==> src/rtl/bram_copy_pkg.sv <==
// Shared frame-copy definitions: state encoding and the default frame geometry
// used by the camera frame buffer (320x240 words of 12-bit pixels).
package bram_copy_pkg;

  localparam int FRAME_ADDR_W = 17;
  localparam int FRAME_DATA_W = 12;
  localparam int FRAME_DEPTH  = 76800;

  localparam logic [1:0] ST_IDLE  = 2'd0;
  localparam logic [1:0] ST_RUN   = 2'd1;
  localparam logic [1:0] ST_DRAIN = 2'd2;
  localparam logic [1:0] ST_DONE  = 2'd3;

  typedef enum logic [1:0] {
    S_IDLE  = ST_IDLE,
    S_RUN   = ST_RUN,
    S_DRAIN = ST_DRAIN,
    S_DONE  = ST_DONE
  } state_t;

endpackage

==> src/rtl/rd_lat_pipe.sv <==
// RD_LAT-deep {valid, addr} delay line that tracks source BRAM read latency.
// flush drops every in-flight valid on the next clock edge.
module rd_lat_pipe
  import bram_copy_pkg::*;
#(
  parameter int RD_LAT = 1,
  parameter int ADDR_W = FRAME_ADDR_W
) (
  input  logic              clk,
  input  logic              n_rst,
  input  logic              flush,
  input  logic              in_valid,
  input  logic [ADDR_W-1:0] in_addr,
  output logic              tap_valid,
  output logic [ADDR_W-1:0] tap_addr,
  output logic              any_valid
);

  logic [RD_LAT-1:0] valid_r;
  logic [ADDR_W-1:0] addr_r [RD_LAT];

  // Shift valids and addresses one stage per cycle; flush clears only the valids
  always_ff @(posedge clk or negedge n_rst) begin
    if (!n_rst) begin
      valid_r <= '0;
      for (int i = 0; i < RD_LAT; i++) begin
        addr_r[i] <= '0;
      end
    end else begin
      if (flush) begin
        valid_r <= '0;
      end else begin
        for (int i = RD_LAT - 1; i > 0; i--) begin
          valid_r[i] <= valid_r[i-1];
        end
        valid_r[0] <= in_valid;
      end
      for (int i = RD_LAT - 1; i > 0; i--) begin
        addr_r[i] <= addr_r[i-1];
      end
      addr_r[0] <= in_addr;
    end
  end

  assign tap_valid = valid_r[RD_LAT-1];
  assign tap_addr  = addr_r[RD_LAT-1];
  assign any_valid = |valid_r;

endmodule

==> src/rtl/bram_copy_ctrl.sv <==
// Bounded frame copy from a source BRAM to a destination BRAM with pause/abort.
// Optional BRAM_COPY_CHECKSUM_EN adds a running sum of every written word.
module bram_copy_ctrl
  import bram_copy_pkg::*;
#(
  parameter int ADDR_W = FRAME_ADDR_W,
  parameter int DATA_W = FRAME_DATA_W,
  parameter int DEPTH  = FRAME_DEPTH,
  parameter int RD_LAT = 1
) (
  input  logic              clk,
  input  logic              n_rst,
  input  logic              start,
  input  logic              abort,
  input  logic              pause,
  output logic              busy,
  output logic              done,
  output logic              src_en,
  output logic [ADDR_W-1:0] src_addr,
  input  logic [DATA_W-1:0] src_dout,
  output logic              dst_we,
  output logic [ADDR_W-1:0] dst_addr,
  output logic [DATA_W-1:0] dst_din,
  output logic [ADDR_W:0]   words_done
`ifdef BRAM_COPY_CHECKSUM_EN
  ,
  output logic [DATA_W+7:0] checksum
`endif
);

  localparam logic [ADDR_W-1:0] LAST_ADDR = ADDR_W'(DEPTH - 1);

  state_t            state_r, state_s;
  logic              issue_s, accept_s, abort_s, wr_s;
  logic [ADDR_W-1:0] iss_addr_s;
  logic [ADDR_W-1:0] rd_ptr_r;
  logic              busy_r, done_r, src_en_r, dst_we_r;
  logic [ADDR_W-1:0] src_addr_r, dst_addr_r;
  logic [DATA_W-1:0] dst_din_r;
  logic [ADDR_W:0]   words_done_r;
  logic              tap_valid_s, any_valid_s;
  logic [ADDR_W-1:0] tap_addr_s;

  // Next-state and read-issue decision; the accepting IDLE cycle already issues address 0
  always_comb begin
    state_s    = state_r;
    issue_s    = 1'b0;
    accept_s   = 1'b0;
    abort_s    = 1'b0;
    iss_addr_s = rd_ptr_r;
    case (state_r)
      S_IDLE: begin
        iss_addr_s = '0;
        if (start && !abort) begin
          accept_s = 1'b1;
          issue_s  = !pause;
          if (!pause && (LAST_ADDR == ADDR_W'(0))) begin
            state_s = S_DRAIN;
          end else begin
            state_s = S_RUN;
          end
        end else begin
          state_s = S_IDLE;
        end
      end
      S_RUN: begin
        if (abort) begin
          abort_s = 1'b1;
          state_s = S_IDLE;
        end else if (!pause) begin
          issue_s = 1'b1;
          if (rd_ptr_r == LAST_ADDR) begin
            state_s = S_DRAIN;
          end else begin
            state_s = S_RUN;
          end
        end else begin
          state_s = S_RUN;
        end
      end
      S_DRAIN: begin
        if (abort) begin
          abort_s = 1'b1;
          state_s = S_IDLE;
        end else if (!src_en_r && !any_valid_s) begin
          state_s = S_DONE;
        end else begin
          state_s = S_DRAIN;
        end
      end
      S_DONE: begin
        state_s = S_IDLE;
      end
      default: begin
        state_s = S_IDLE;
      end
    endcase
  end

  assign wr_s = tap_valid_s && !abort_s;

  rd_lat_pipe #(
    .RD_LAT (RD_LAT),
    .ADDR_W (ADDR_W)
  ) u_pipe (
    .clk       (clk),
    .n_rst     (n_rst),
    .flush     (abort_s),
    .in_valid  (src_en_r),
    .in_addr   (src_addr_r),
    .tap_valid (tap_valid_s),
    .tap_addr  (tap_addr_s),
    .any_valid (any_valid_s)
  );

  // State, read pointer, registered outputs and the write counter
  always_ff @(posedge clk or negedge n_rst) begin
    if (!n_rst) begin
      state_r      <= S_IDLE;
      rd_ptr_r     <= '0;
      busy_r       <= 1'b0;
      done_r       <= 1'b0;
      src_en_r     <= 1'b0;
      src_addr_r   <= '0;
      dst_we_r     <= 1'b0;
      dst_addr_r   <= '0;
      dst_din_r    <= '0;
      words_done_r <= '0;
    end else begin
      state_r  <= state_s;
      busy_r   <= (state_s == S_RUN) || (state_s == S_DRAIN);
      done_r   <= (state_s == S_DONE);
      src_en_r <= issue_s;
      if (issue_s) begin
        src_addr_r <= iss_addr_s;
        // saturate at the last address so the pointer never wraps within a copy
        rd_ptr_r   <= (iss_addr_s == LAST_ADDR) ? iss_addr_s : iss_addr_s + ADDR_W'(1);
      end else if (accept_s) begin
        rd_ptr_r <= '0;
      end
      dst_we_r <= wr_s;
      if (wr_s) begin
        dst_addr_r <= tap_addr_s;
        dst_din_r  <= src_dout;
      end
      if (accept_s) begin
        words_done_r <= '0;
      end else if (wr_s) begin
        words_done_r <= words_done_r + (ADDR_W + 1)'(1);
      end
    end
  end

`ifdef BRAM_COPY_CHECKSUM_EN
  logic [DATA_W+7:0] checksum_r;

  // Running modulo sum of the words written in the current/last copy
  always_ff @(posedge clk or negedge n_rst) begin
    if (!n_rst) begin
      checksum_r <= '0;
    end else if (accept_s) begin
      checksum_r <= '0;
    end else if (wr_s) begin
      checksum_r <= checksum_r + {8'd0, src_dout};
    end
  end

  assign checksum = checksum_r;
`endif

  assign busy       = busy_r;
  assign done       = done_r;
  assign src_en     = src_en_r;
  assign src_addr   = src_addr_r;
  assign dst_we     = dst_we_r;
  assign dst_addr   = dst_addr_r;
  assign dst_din    = dst_din_r;
  assign words_done = words_done_r;

endmodule

==> config.mk <==
export PLATFORM = sky130hd
export DESIGN_NAME = bram_copy_ctrl
export DESIGN_NICKNAME = d
export VERILOG_FILES = /design/src/rtl/bram_copy_pkg.sv /design/src/rtl/rd_lat_pipe.sv /design/src/rtl/bram_copy_ctrl.sv
export SDC_FILE = /design/constraint.sdc
export NUM_CORES = 1
export LEC_CHECK = 0
export CORE_MARGIN = 8
export CORE_UTILIZATION = 30
export CTS_CLUSTER_SIZE = 30
export DETAILED_ROUTE_END_ITERATION = 6
export GPL_TIMING_DRIVEN = 0
export MAX_ROUTING_LAYER = met4
export PLACE_DENSITY = 0.49
export SLEW_MARGIN = 10
export SYNTH_ARGS = -nofsm -noshare
export SYNTH_HDL_FRONTEND = slang
export SYNTH_SLANG_ARGS = --single-unit
==> constraint.sdc <==
create_clock -name clk -period 3.1 [get_ports clk]
set_input_delay 0.465 -clock clk [delete_from_list [all_inputs] [get_ports clk]]
set_output_delay 0.465 -clock clk [all_outputs]
set_load 0.02 [all_outputs]
# Yosys cells after proc, flatten, opt, wreduce, memory -nomap -nowiden
# Cells that the tools add are included.
classes:
  n_addsub: 2
  n_eq_ne: 8
  mux: 22
  n_reduce_logical: 13
ops:
  columns: ["cell", "count"]
  rows:
  - ["17-bit 2-to-1 mux", 4]
  - ["18-bit 2-to-1 mux", 2]
  - ["17-bit equality test (second input constant)", 2]
  - ["18-bit by 1-bit adder with 18-bit output (second input constant)", 1]
  - ["17-bit by 1-bit adder with 17-bit output (second input constant)", 1]
  - ["1-bit 2-to-1 mux", 10]
  - ["2-bit equality test (second input constant)", 4]
  - ["2-bit 2-to-1 mux", 4]
  - ["2-bit case mux with 4 select lines", 1]
  - ["1-bit logical NOT", 5]
  - ["2-bit by 1-bit equality test with 1-bit output (second input constant)", 2]
  - ["2-bit nonzero test", 2]
  - ["1-bit logical AND", 3]
  - ["2-bit logical NOT", 1]
  - ["1-bit case mux with 2 select lines", 1]
  - ["2-bit OR reduction", 1]
  - ["1-bit logical OR", 1]
word_totals:
  reg_bits: 105
  input_bits: 17
  out_inout_bits: 68
  word_cells: 57

# Depth between registers and ports, before layout
depth:
  depth_word: 7
  depth_mapped: 10
  mapped_depth_nobuf: 10

# Hierarchy
# A second synthesis with hierarchy kept.
hier_totals:
  hier_cells: 388
  hier_area_um2: 4416.7
modules_own_cells:
  columns: ["module", "instances", "cells_per_inst", "area_each_um2", "seq_area_each_um2"]
  rows:
  - ["bram_copy_ctrl", 1, 368, 3945.0, 2177.1]
  - ["rd_lat_pipe", 1, 20, 471.7, 450.4]

# Least setup slack after synthesis
# Ideal clock, no wire load.
synth_timing:
  path_type: "reg-to-reg"
  start: "register state_r[0]"
  end: "register rd_ptr_r[10]"
  setup_time_ns: 0.065
  t_arrival_ns: 2.062
  required_time_ns: 3.035
  slack_ns: 0.974
  path_stages_with_launch: 11
  n_path_buf: 1
  period_less_slack_ns: 2.126
  path_cell_list: "dfrtp_1 inv_1 ha_1 clkbuf_2 nor2b_1 ha_1 nand3_1 or2_1 nor3_2 mux2_4 nand2_2"
synth_via:
  elab_chain_cells: 5
  word_cells_on_any_way: 10
  classes_between: "add/sub: 1; eq/ne: 2; mux: 5; reduce/logical: 2"
synth_rtl:
  columns: ["element", "line_no", "rtl"]
  rows:
  - ["start, declared", "bram_copy_ctrl.sv:33", "state_t state_r, state_s;"]
  - ["start signal, assigned", "bram_copy_ctrl.sv:130", "state_r <= state_s;"]
  - ["2-bit logical NOT (*)", "bram_copy_ctrl.sv:51", "case (state_r)"]
  - ["17-bit 2-to-1 mux (*)", "bram_copy_ctrl.sv:51", null]
  - ["via iss_addr_s[1]", "bram_copy_ctrl.sv:35", "logic [ADDR_W-1:0] iss_addr_s;"]
  - ["17-bit by 1-bit adder with 17-bit output / 17-bit equality test (equally long branches)", "bram_copy_ctrl.sv:137", "rd_ptr_r <= (iss_addr_s == LAST_ADDR) ? iss_addr_s : iss_addr_s + ADDR_W'(1);"]
  - ["17-bit 2-to-1 mux (*)", "bram_copy_ctrl.sv:137", null]
  - ["17-bit 2-to-1 mux (*)", "bram_copy_ctrl.sv:134", "if (issue_s) begin"]
  - ["end signal, assigned", "bram_copy_ctrl.sv:137", null]
  - ["end, declared", "bram_copy_ctrl.sv:36", "logic [ADDR_W-1:0] rd_ptr_r;"]
# Mark *: on every way through the listed nets, which the timed path passes. The rest lies on a longest branch.
# A chain may end at the register's enable or synchronous reset.

# Worst setup path after layout
layout_timing:
  start: "register state_r[0]"
  end: "register rd_ptr_r[1]"
# Same word-level chain as after synthesis.

==> run_results.csv <==
group,metric,value,unit
power_and_ir_drop,switching_part_of_the_total,0.2377,
layout,layout.cells.most_common,"dfrtp_1",
critical_path,worstSetupEndpointType,"flip-flop",
clock_network,cts_made_buffers,9,
floorplanning,area_of_the_die,18820,um^2
synthesis,seq_area_frac_synth,0.5964,
clock_network,cts.repair_timing.setup_buffer_count,0,
layout,layout.cells.non_filler,655,
routing,drt_iter0_markers,181,
synthesis,main_combinational_cell_family_by_area_after_synthesis,"simple AND/OR/NAND/NOR gates",
synthesis,syn-mean-instance-area,11.91,um^2
critical_path,path_buf_inv,2,
synthesis,synth.largest_area_cell,"dfrtp_1",
synthesis,async_flop_share,1.000,
placed_design,placement.setup.worst_slack,0.4334,ns
synthesis,yosysUniqueCellTypes,57,
critical_path,critical-path-slowest-cell,"dfrtp_1",
timing,period_needed,2.483,ns
floorplanning,num_rows,44,
routing,drt_first_pass_iters,4,
synthesis,synth_xor_area_frac,0.02982,
layout,seqCellArea,2628,um^2
clock_network,cts_max_level,3,
timing,finalMaxSlewViolations,0,
grt,globalRouteTotalUtil,0.1257,
synthesis,yosys.area_share.simple,0.1573,
grt,globalRouteOverflowTotal,0,
synthesis,muxShareOfSynthArea,0.08236,
synthesis,mappedNetlistNets,393,
power_and_ir_drop,power.leakage,2.573,nW
floorplanning,io_pins,85,
synthesis,synth_compound_area_frac,0.09486,
critical_path,worst_ep_required_time,3.35,ns
placed_design,port_buffers,84,
routing,detail_route.wirelength,10.94,mm
grt,antenna_found_initial,0,
clock_network,cts_buffer_depth,2,
clock_network,cts_repair_resize_count,0,
critical_path,regToRegEndpoint,"rd_ptr_r[1]$_DFFE_PN0P_",
layout,num_antenna_cells,0,
power_and_ir_drop,powerDensity,537.7,nW/um^2
placed_design,global_placer_s_final_weighted_congestion,0.8559,
critical_path,cpPeakStageDelay,0.35,ns
layout,layout.filler_cells,1419,
critical_path,critical_r2r_launch,"state_r[0]$_DFF_PN0_",
floorplanning,initial_utilization,0.3054,
timing,tightestPinTransition,0.8080,ns
critical_path,reg2regPathDepth,10,
clock_network,clk-insertion-delay-late,0.35,ns
run,timing.max_cap.violations,0,
layout,post-route-util,0.4059,
timing,post-route-period-util,0.8009,
critical_path,crit_top_cell,"ha_1",
power_and_ir_drop,power.share.clock,0.419,
layout,mostFrequentLayoutCells,"dfrtp_1 (105), clkdlybuf4s50_1 (83), nand2_1 (31), mux2_2 (30), nor2_1 (26)",
synthesis,synth.yosys.warnings,0,
synthesis,post_synthesis_share_of_cell_area_spent_on_full_adders_half_adders_and_majority_gates,0.01704,
clock_network,cts_num_sinks,105,
floorplanning,chipWidth,137.2,um
critical_path,top_family_by_delay_on_critical_path,"simple AND/OR/NAND/NOR gates",
outcome,outcome,"completed",
power_and_ir_drop,sequential_share_of_power,0.465,
placed_design,detailedPlacementHpwl,7.864,mm
timing,setup_viol_count_final,0,
synthesis,syn_inst,370,
power_and_ir_drop,power_switching,0.7482,mW
clock_network,cts.root.buffer_cell,"clkbuf_16",
layout,drive_above_1_share,0.1444,
synthesis,ys_seq_elements,105,
routing,post_drt_via_cell_ratio,4.861,
critical_path,critPathMaxFanout,10,
timing,clock_skew,0.006857,ns
timing,slew_headroom,0.4593,
critical_path,critical_path.startpoint_type,"flip-flop",
synthesis,synthFlopType,"dfrtp_1",
grt,grt_first_pass_wirelength,17.59,mm
clock_network,tritoncts_clock_tree,"yes",
clock_network,clkTransAtPathRegs,0.07,ns
synthesis,syn-cell-area,4405,um^2
routing,antenna_violating_nets_post_route,0,
critical_path,cp.arrival,2.73,ns
synthesis,synth-edff-count,0,
routing,dr_wl_cell,16.69,um
synthesis,synth.top_cell.area_share,0.5964,
synthesis,post_synth_main_area_contributors,"dfrtp_1 (60%), mux2_2 (7.7%), nand2_1 (2.6%), xor2_1 (2.4%), nor2_1 (2.2%)",
layout,area_delta_synth_final,32.89,%
power_and_ir_drop,cellInternalPower,2.400,mW
floorplanning,die-height,137.2,um
timing,totalNegativeSetupSlack,0,ns
timing,achievable-frequency,402.8,MHz
clock_network,holdBufCountCts,0,
timing,rsz_0062_raised_after_global_routing,"no",
min_path,min-delay-path-class,"primary input to async pin",
timing,hold_viol_final,0,
placed_design,place_inst,639,
critical_path,setup.worst_path.class,"flip-flop to flip-flop",
grt,grt_max_degree,70,
power_and_ir_drop,power.combinational.fraction,0.116,
routing,dr_total_vias,3184,
layout,multi_input_comb_area,1680,um^2
grt,grt_pass1_vias,3250,
floorplanning,floorplan.core_area,14420,um^2
timing,layout_setup_ws,0.6172,ns
power_and_ir_drop,irDropWorstVdd,0.2746,mV
critical_path,crit_path_cell_trace,"inv_1, ha_1, clkbuf_2, nor2b_1, ha_1, nand3_1, or2_1, nor2_2, nor2_1, a22o_1",
critical_path,worst-r2r-setup-slack,0.62,ns
routing,detail_route.drc_violations,0,
layout,nNetsFinal,489,
-- logic make-up (layout without fill, tap and decap cells) --
kind of cell	Yosys count	count (layout)
xor gates and xnor gates	15	15
adders and majority gates	6	6
muxes	32	32
AOI/OAI and AO/OA	61	61
and+or+nand+nor	130	130
buffers and inverters	21	122
DFF	105	105
-- metrics by stage --
step / hold WS [ns] / total power [mW] / cell area, um^2
2_1_floorplan: 0.1694 / 1.660 / 4405
3_3_place_gp: 0.3922 / 1.856 / 5477
3_5_place_dp: 0.3884 / 1.866 / 5505
4_1_cts: 0.009369 / 3.212 / 5854
5_1_grt: 0.02161 / 3.291 / 5854
6_report: 0.009228 / 3.148 / 5854
-- worst register-to-register path, delay by kind of cell, from the launching register on --
family / cells / cell delay, ns
simple gates: 5 / 1.03
fa+ha+maj: 2 / 0.46
flops: 1 / 0.35
buf+inv: 2 / 0.29
compound gates: 1 / 0.24
-- sequential cells by signal (all words and copies together), names as in the netlist, 2 cells and up --
signal / cells
dst_din: 12
u_pipe.tap_addr: 17
state_r: 2
rd_ptr_r: 17
src_addr: 17
words_done: 18
dst_addr: 17
-- synth_stat cells (2+ instances only) --
master	count
a21oi_1	10
a22o_1	10
a31oi_1	2
a32o_1	2
a32oi_1	2
a41oi_1	2
and2_1	2
and3_1	10
and4_1	3
and4bb_2	2
buf_2	7
clkbuf_1	6
dfrtp_1	105
ha_1	6
inv_1	5
mux2_2	30
nand2_1	31
nand2b_1	9
nand3_1	17
nand4_1	6
nand4b_1	2
nor2_1	26
nor2b_1	3
nor3_1	2
o211ai_1	2
o21ai_0	17
o22ai_1	2
o311ai_0	2
or3_1	6
xnor2_1	3
xor2_1	12
-- worst max-delay path by stage --
stage / from / end / slack [ns] / cells after the start
after floorplan: state_r[0]$_DFF_PN0_ / rd_ptr_r[10]$_DFFE_PN0P_ / 0.97 / 10
after global placement: n_rst / dst_addr[1]$_DFFE_PN0P_ / -2.52 / 1
after detailed placement: abort / words_done[16]$_DFFE_PN0P_ / 0.43 / 8
after CTS: state_r[0]$_DFF_PN0_ / rd_ptr_r[1]$_DFFE_PN0P_ / 0.64 / 10
after global routing: state_r[0]$_DFF_PN0_ / rd_ptr_r[1]$_DFFE_PN0P_ / 0.43 / 10
final: state_r[0]$_DFF_PN0_ / rd_ptr_r[1]$_DFFE_PN0P_ / 0.62 / 10
-- power groups by stage --
stage,combinational (mW),sequential (mW),clock (mW)
final,0.365,1.46,1.32
after global routing,0.395,1.47,1.42
after CTS,0.375,1.46,1.37
after detailed placement,0.374,1.49,0
after global placement,0.366,1.49,0
after floorplan,0.106,1.55,0
-- cell type report --
| cell class | instances | area share |
|---|---|---|
| buffer | 15 | 0.01261 |
| clock buffer | 9 | 0.03847 |
| clock inverter | 7 | 0.02116 |
| inverter | 6 | 0.004061 |
| multi-input combinational | 244 | 0.2870 |
| sequential | 105 | 0.4488 |
| tap | 184 | 0.03932 |
| timing repair buffer | 85 | 0.1485 |
-- metal layers --
metal  GRT usage  up-vias  wire length [um]
met2      0.1903       73              5178
met4     0.06397        0               264
met5           -        -                 0
met3     0.02589       15               581
li1            -     1520                 -
met1      0.1567     1576              4910
Note: power is estimated with default switching activity, not from simulation.
